[src/rtl/apb_node_reg.sv]
// apb_node_reg: registered APB demultiplexer. Decodes one upstream APB
// transfer against NB_MASTER inclusive address windows. It then replays the
// transfer as a SETUP/ACCESS pair on the selected downstream port.
// Unmapped addresses are answered with PSLVERR.
// Optional feature: define APB_NODE_TIMEOUT_EN to abort ACCESS phases that
// run longer than TIMEOUT_CYCLES. Without it, ACCESS waits indefinitely and
// timeout_o is tied low.
module apb_node_reg #(
  parameter int unsigned NB_MASTER      = 10,
  parameter int unsigned APB_ADDR_WIDTH = 32,
  parameter int unsigned APB_DATA_WIDTH = 32,
  parameter int unsigned TIMEOUT_CYCLES = 256
) (
  input  logic                                      clk_i,
  input  logic                                      rst_ni,
  input  logic [NB_MASTER-1:0][APB_ADDR_WIDTH-1:0]  start_addr_i,
  input  logic [NB_MASTER-1:0][APB_ADDR_WIDTH-1:0]  end_addr_i,
  input  logic [APB_ADDR_WIDTH-1:0]                 s_paddr_i,
  input  logic [APB_DATA_WIDTH-1:0]                 s_pwdata_i,
  input  logic                                      s_pwrite_i,
  input  logic                                      s_psel_i,
  input  logic                                      s_penable_i,
  output logic [APB_DATA_WIDTH-1:0]                 s_prdata_o,
  output logic                                      s_pready_o,
  output logic                                      s_pslverr_o,
  output logic [APB_ADDR_WIDTH-1:0]                 m_paddr_o,
  output logic [APB_DATA_WIDTH-1:0]                 m_pwdata_o,
  output logic                                      m_pwrite_o,
  output logic                                      m_penable_o,
  output logic [NB_MASTER-1:0]                      m_psel_o,
  input  logic [NB_MASTER-1:0][APB_DATA_WIDTH-1:0]  m_prdata_i,
  input  logic [NB_MASTER-1:0]                      m_pready_i,
  input  logic [NB_MASTER-1:0]                      m_pslverr_i,
  output logic                                      timeout_o
);

  localparam int unsigned IW = (NB_MASTER > 1) ? $clog2(NB_MASTER) : 1;

  if (TIMEOUT_CYCLES < 1 || TIMEOUT_CYCLES > 65535) begin : g_bad_timeout
    $error("apb_node_reg: TIMEOUT_CYCLES must be within 1..65535");
  end

  typedef enum logic [1:0] {S_IDLE, S_SETUP, S_ACCESS, S_RESP} state_t;

  state_t                    r_state;
  logic [APB_ADDR_WIDTH-1:0] r_addr;
  logic [APB_DATA_WIDTH-1:0] r_wdata;
  logic                      r_write;
  logic [IW-1:0]             r_idx;
  logic                      r_dn_act;
  logic [NB_MASTER-1:0]      r_psel;
  logic                      r_penable;
  logic                      r_pready;
  logic [APB_DATA_WIDTH-1:0] r_rdata;
  logic                      r_slverr;
  logic                      r_timeout;

  logic                      w_start;
  logic                      w_hit;
  logic [IW-1:0]             w_idx;
  logic                      w_sel_ready;

`ifdef APB_NODE_TIMEOUT_EN
  localparam int unsigned CW = $clog2(TIMEOUT_CYCLES + 1);
  logic [CW-1:0] r_cnt;
  logic          w_cnt_last;
  // The next silent ACCESS cycle would make the count reach TIMEOUT_CYCLES.
  assign w_cnt_last = (r_cnt == CW'(TIMEOUT_CYCLES - 1));
`endif

  assign w_start     = s_psel_i & s_penable_i;
  assign w_sel_ready = m_pready_i[r_idx];

  // Address decode: scan from the top so the lowest matching index wins.
  always_comb begin
    w_hit = 1'b0;
    w_idx = '0;
    for (int i = NB_MASTER - 1; i >= 0; i--) begin
      if (s_paddr_i >= start_addr_i[i] && s_paddr_i <= end_addr_i[i]) begin
        w_hit = 1'b1;
        w_idx = IW'(i);
      end
    end
  end

  // Transfer FSM. Every output is a flop, or a flop gated by a flop.
  always_ff @(posedge clk_i or negedge rst_ni) begin
    if (!rst_ni) begin
      r_state   <= S_IDLE;
      r_addr    <= '0;
      r_wdata   <= '0;
      r_write   <= 1'b0;
      r_idx     <= '0;
      r_dn_act  <= 1'b0;
      r_psel    <= '0;
      r_penable <= 1'b0;
      r_pready  <= 1'b0;
      r_rdata   <= '0;
      r_slverr  <= 1'b0;
      r_timeout <= 1'b0;
`ifdef APB_NODE_TIMEOUT_EN
      r_cnt     <= '0;
`endif
    end else begin
      r_timeout <= 1'b0;
      case (r_state)
        S_IDLE: begin
          if (w_start) begin
            r_addr  <= s_paddr_i;
            r_wdata <= s_pwdata_i;
            r_write <= s_pwrite_i;
            if (w_hit) begin
              r_idx    <= w_idx;
              r_psel   <= NB_MASTER'(1) << w_idx;
              r_dn_act <= 1'b1;
`ifdef APB_NODE_TIMEOUT_EN
              r_cnt    <= '0;
`endif
              r_state  <= S_SETUP;
            end else begin
              r_rdata  <= '0;
              r_slverr <= 1'b1;
              r_pready <= 1'b1;
              r_state  <= S_RESP;
            end
          end
        end
        S_SETUP: begin
          r_penable <= 1'b1;
          r_state   <= S_ACCESS;
        end
        S_ACCESS: begin
          // A slave answer in the same cycle as the final count takes priority.
          if (w_sel_ready) begin
            r_rdata   <= m_prdata_i[r_idx];
            r_slverr  <= m_pslverr_i[r_idx];
            r_pready  <= 1'b1;
            r_psel    <= '0;
            r_penable <= 1'b0;
            r_dn_act  <= 1'b0;
            r_state   <= S_RESP;
          end
`ifdef APB_NODE_TIMEOUT_EN
          else if (w_cnt_last) begin
            r_rdata   <= '0;
            r_slverr  <= 1'b1;
            r_pready  <= 1'b1;
            r_timeout <= 1'b1;
            r_psel    <= '0;
            r_penable <= 1'b0;
            r_dn_act  <= 1'b0;
            r_state   <= S_RESP;
          end else begin
            r_cnt <= r_cnt + 1'b1;
          end
`endif
        end
        S_RESP: begin
          r_pready <= 1'b0;
          r_rdata  <= '0;
          r_slverr <= 1'b0;
          r_state  <= S_IDLE;
        end
        default: r_state <= S_IDLE;
      endcase
    end
  end

  assign s_prdata_o  = r_rdata;
  assign s_pready_o  = r_pready;
  assign s_pslverr_o = r_slverr;
  assign m_psel_o    = r_psel;
  assign m_penable_o = r_penable;
  assign m_paddr_o   = r_dn_act ? r_addr  : '0;
  assign m_pwdata_o  = r_dn_act ? r_wdata : '0;
  assign m_pwrite_o  = r_dn_act & r_write;

`ifdef APB_NODE_TIMEOUT_EN
  assign timeout_o = r_timeout;
`else
  assign timeout_o = 1'b0;
`endif

endmodule

[config.mk]
export PLATFORM = sky130hd
export DESIGN_NAME = apb_node_reg
export DESIGN_NICKNAME = d
export VERILOG_FILES = /design/src/rtl/apb_node_reg.sv
export SDC_FILE = /design/constraint.sdc
export NUM_CORES = 1
export LEC_CHECK = 0
export ABC_CLOCK_PERIOD_IN_PS = 4200
export BUFFER_PORTS_ARGS = -buffer_cell sky130_fd_sc_hd__buf_4
export CAP_MARGIN = 20
export CORE_AREA = 2 2 446 448
export CTS_BUF_LIST = sky130_fd_sc_hd__clkbuf_4 sky130_fd_sc_hd__clkbuf_8
export DETAILED_ROUTE_END_ITERATION = 8
export DIE_AREA = 0 0 448 450
export SYNTH_ARGS = -nofsm -noshare
export SYNTH_HDL_FRONTEND = slang
export SYNTH_SLANG_ARGS = --single-unit
[constraint.sdc]
create_clock -name clk_i -period 4.2 [get_ports clk_i]
set_input_delay 0.21 -clock clk_i [delete_from_list [all_inputs] [get_ports clk_i]]
set_output_delay 0.21 -clock clk_i [all_outputs]
set_load 0.005 [all_outputs]
After elaboration in Yosys (flattened, before gate mapping). Index checks and enable logic that the tools add are counted. Widths: inputs -> output; s select.

Multiplexer cells: 51. Reductions and logical operators: 20. Shift-type cells: 1. Bitwise operators: 2. Equality and inequality tests: 7. $lt $le $gt $ge: 21.

Operators with widths (number): $ge 32x32->1 (10); $le 32x32->1 (10); $mux 32 (6); $bmux 32 s4 (1); $pmux 32 s3 (1); $mux 4 (10); $mux 10 (3); $pmux 10 s2 (1); $mux 1 (19); $logic_and 1x1->1 (10); $shl 1x4->10 const A (1); $bmux 1 s4 (2); $ne 2x2->1 const B (4); $pmux 2 s4 (1); $reduce_and 4->1 (2); $mux 2 (3); $pmux 1 s3 (2); $reduce_and 2->1 (3); $lt 4x5->1 const B (1); $eq 2x2->1 const B (2); $pmux 1 s2 (2); $reduce_bool 2->1 (2); $reduce_and 3->1 (1); $reduce_bool 3->1 (1); other kinds (3) (4).

Register bits after elaboration: 117. Output and inout bits: 111. Bits of input ports: 1049. Logic and storage cells: 113.

Depth between registers and ports, before layout.
Word-level depth: 16. Depth in mapped cells: 12. Gate-level depth less buffers: 11.

Worst setup path before layout. No wires, ideal clock.

Kind: input to register. From: input s_paddr_i[0]. To: register r_rdata[10], in the netlist s_prdata_o[10]. Stages on the path: 12. Data required time: 4074 ps. Arrival time: 2970 ps. Setup time: 126 ps. Path buffers: 1. Setup slack: 1104 ps. Cells stage by stage: inv_1 ha_1 or3b_1 o2111ai_1 a31oi_1 o21ai_0 a31oi_1 o22a_1 a2111oi_4 a21oi_4 buf_6 mux2i_1.

Longest elaborated chain between the ends: 14. Elaborated cells between the ends (all ways): 42. Classes of those cells: 20 x order compare; 1 x eq/ne; 10 x mux; 11 x reduce/logical.

RTL lines: start, declared (line 18) `input logic [APB_ADDR_WIDTH-1:0] s_paddr_i,`; $ge 32x32->1 / $le 32x32->1 (equally long branches) (line 79) `if (s_paddr_i >= start_addr_i[i] && s_paddr_i <= end_addr_i[i]) begin`; $logic_and 1x1->1 (line 79); $mux 1 (9 in a row) (line 79); $mux 1 * (line 79); $ne 2x2->1 (no line) *; $reduce_and 4->1 (no line) *; end signal, assigned (line 135) `r_rdata <= m_prdata_i[r_idx];`; end, declared (line 54) `logic [APB_DATA_WIDTH-1:0] r_rdata;`.

Mark *: on every way between the ends. The rest lies on a longest branch, timed or not. A chain may end at the register's enable or synchronous reset.

Worst setup path after layout.
From: input s_paddr_i[24]. To: register r_rdata[2], in the netlist s_prdata_o[2].

The elaborated chain is that of the path after synthesis.

==> flow_summary.yaml <==
run_status:
  status: "complete, no violations"
critical_path:
  critPathKind: "primary input to flip-flop"
  crit_family: "simple AND/OR/NAND/NOR gates"
  path_buf_inv: 6
  reg2regPathDepth: 11
  worst-path-max-fanout: 15
  cp.depth: 16
  arrival_ps: 4310
  path_cells: "buf_4, buf_4, buf_4, ha_1, nand2_1, nor3_4, nand4_1, nor2_1, a2111oi_0, buf_1, o22a_1, a2111oi_4, a21oi_4, buf_12, buf_12, mux2i_1"
  slowest_stage: "a2111oi_4"
  cp_slowest_stage_delay_ps: 560
  cp-start-kind: "primary input"
  worst_setup_path_end_kind: "flip-flop"
  cpMostUsedCell: "buf_4"
  required_ps: 4620
floorplan:
  io_pins: 1160
  placementRows: 163
  die_w_um: 448
  die_area_sq_um: 201600
  start_util_pct: 12.21
  dieHeight_um: 450
  core_area_sq_um: 196600
yosys:
  synth_top_family_by_area: "adder cells"
  synthMuxAreaShare_pct: 9.577
  synth_seq_cells: 117
  synth_compound_area_share_pct: 16.96
  syn-num-nets: 4734
  yosys.area.top_type: "ha_1"
  yosys-top-cells-area: "ha_1 34%, dfrtp_1 12%, inv_1 11%"
  yosys.area_share.simple_pct: 15.88
  synth_warnings: 0
  synth_xor_area_share_pct: 0
  async_flop_share_pct: 100.0
  synthFlopType: "dfrtp_1"
  synth_top_area_share_pct: 33.57
  synth_edf_count: 0
  yosysUniqueCellTypes: 73
  synth_area_sq_um: 24000
  synth_adder_area_share_pct: 33.57
  syn_inst: 3041
  ys_seq_area_share_pct: 12.20
  postSynthAreaPerCell_sq_um: 7.892
global_routing:
  grt_pass1_vias: 29350
  grt_pass1_wl_um: 246100
  grt_max_degree: 86
  grt.total_usage_pct: 18.00
  gr-total-overflow: 0
  antenna_found_initial: 56
detailed_routing:
  drc_errors: 0
  via_count: 28810
  dr.pass1.iters: 7
  via_per_inst: 4.129
  postRouteAntennaNets: 0
  totalWireLength_um: 189100
  drt_iter0_markers: 2089
  wire_per_inst_um: 27.10
cts:
  cts_buffers: 17
  clock_latency_ps: 580
  cts_buffer_depth: 2
  post_cts_buffers: 0
  cts_sinks: 117
  clkSlewWorstSetupHoldPaths_ps: 90
  htree_levels: 4
  cts_root_buf: "clkbuf_8"
  cts_tree: "yes"
timing:
  timing.fmax_ghz: 0.2569
  post-route-period-util_pct: 92.67
  finalHoldViolations: 0
  setup_viol: 0
  maxSlewHeadroom_pct: 31.36
  finalCriticalPeriod_ps: 3892
  rsz0062_at_grt: "no"
  holdWs_ps: 68.80
  maxSlewViolCount: 0
  finClkSkew_ps: 19.36
  worstMarginPinSlew_ps: 1030
run:
  drv_cap: 0
power:
  combPwrFrac_pct: 71.3
  total_power_w: 0.01106
  switching_share_pct: 48.95
  p_leak_nw: 20.57
  powerDensity_nw_per_um2: 294.2
  p_switching_w: 0.005412
  p_int_w: 0.005645
  seq_power_share_pct: 18.4
  clockPowerShare_pct: 10.3
  ir_drop_mv: 0.3116
placed_design:
  finalWeightedCongestion: 0.9871
  dp.cells: 6888
  dpl.hpwl_um: 166300
  placed_area_sq_um: 36790
  port_buffers: 1158
layout:
  syn2layout_area_growth_pct: 56.61
  drive_gt1_share_pct: 33.24
  num-fill-cells: 22190
  fin_area_sq_um: 37580
  final_cell_mix: "1261 x buf_4, 679 x inv_1, 643 x ha_1"
  final_cells: 6977
  fin_nets: 5994
  final_common_cell: "buf_4"
worst_hold_path:
  min_path_type: "primary input to flip-flop"
  hold_path_depth: 3
[metrics by stage]
step	setup TNS (ps)	setup WS, ps	utilization [%]
final	0	308.1	19.12
after detailed placement	-30260	-701.7	18.71
after global placement	-30790	-716.4	18.71
after floorplan	0	1104	-
after CTS	0	227.1	19.09
after global routing	0	235.3	19.11
[sequential cells by signal (all words and copies together) (netlist names)]
register	flops
s_pready_o	1
r_write	1
r_state	2
r_addr	32
m_penable_o	1
r_idx	4
r_dn_act	1
s_prdata_o	32
m_psel_o	10
s_pslverr_o	1
r_wdata	32
[synth_stat cells (all sizes together) (5+ instances only)]
cell     count
inv        681
ha         644
nand2      305
a21oi      200
o21ai      124
dfrtp      117
nand4      100
nor2        95
a21o        83
and2        72
mux4        68
clkbuf      53
nand3       53
and3        41
mux2        37
mux2i       35
a22oi       34
a211oi      28
o211ai      23
and4        22
nor2b       22
a221oi      17
a221o       16
nand2b      15
nor3        14
buf         13
a31oi       12
a2111oi     11
nor4        10
o32ai        8
a2111o       7
a211o        7
a21boi       6
o21a         6
or3          6
a41oi        5
or4          5
[path summary, 6_finish.rpt]
check	from	endpoint	slack [ps]
min in group asynchronous	rst_ni	r_wdata[3]	290
worst min-delay path	s_paddr_i[4]	r_addr[4]	70
max in group asynchronous	rst_ni	r_wdata[17]	2900
worst max register to register	r_idx[0]	s_prdata_o[15]	1050
worst max-delay path	s_paddr_i[24]	s_prdata_o[2]	310
worst min register to register	r_wdata[12]	r_wdata[12]	470
[layer usage]
layer / vias to the layer above / share of wire, % / global-route usage, %
met4: 22 / 4.8 / 8.055
met2: 1269 / 50 / 32.11
met1: 13970 / 39 / 20.84
li1: 13260 / - / -
met5: - / 0.074 / 0
met3: 289 / 5.9 / 3.053
[worst min-delay path, cell delays in order]
cell and delay, ps:
buf_4 220, nand2_1 100, nand2_1 40
[cells by family after synthesis]
logic type | count (synthesis)
compound gates | 624
fa+ha+maj | 644
buf+inv | 747
flops | 117
mux | 140
other cells | 1
simple gates | 768
[final cells by class]
type | count | area (sq um) | share of cell area, %
diodes | 23 | 57.56 | 0.1531
clock buffers | 17 | 234.0 | 0.6225
clock inverters | 15 | 153.9 | 0.4095
inverters | 681 | 2556 | 6.801
multi-input cells | 2177 | 18340 | 48.79
flip-flops and latches | 117 | 2938 | 7.817
well taps | 2640 | 3303 | 8.789
repair buffers | 1307 | 10010 | 26.62
[power by group through the flow]
stage	registers (W)	clock network (W)	logic, W
3_5_place_dp	0.00204	0	0.00789
4_1_cts	0.00203	0.00119	0.00795
5_1_grt	0.00208	0.00123	0.00849
2_1_floorplan	0.00182	0	0.00384
3_3_place_gp	0.00203	0	0.00784
6_report	0.00203	0.00114	0.00789
[timing repair]
action	in CTS	in global routing
endpoints found under the hold margin	117	0
setup endpoints to repair	13	0
gates resized for setup	1	0
hold buffers	34	0
(Power assumes the default switching activity.)
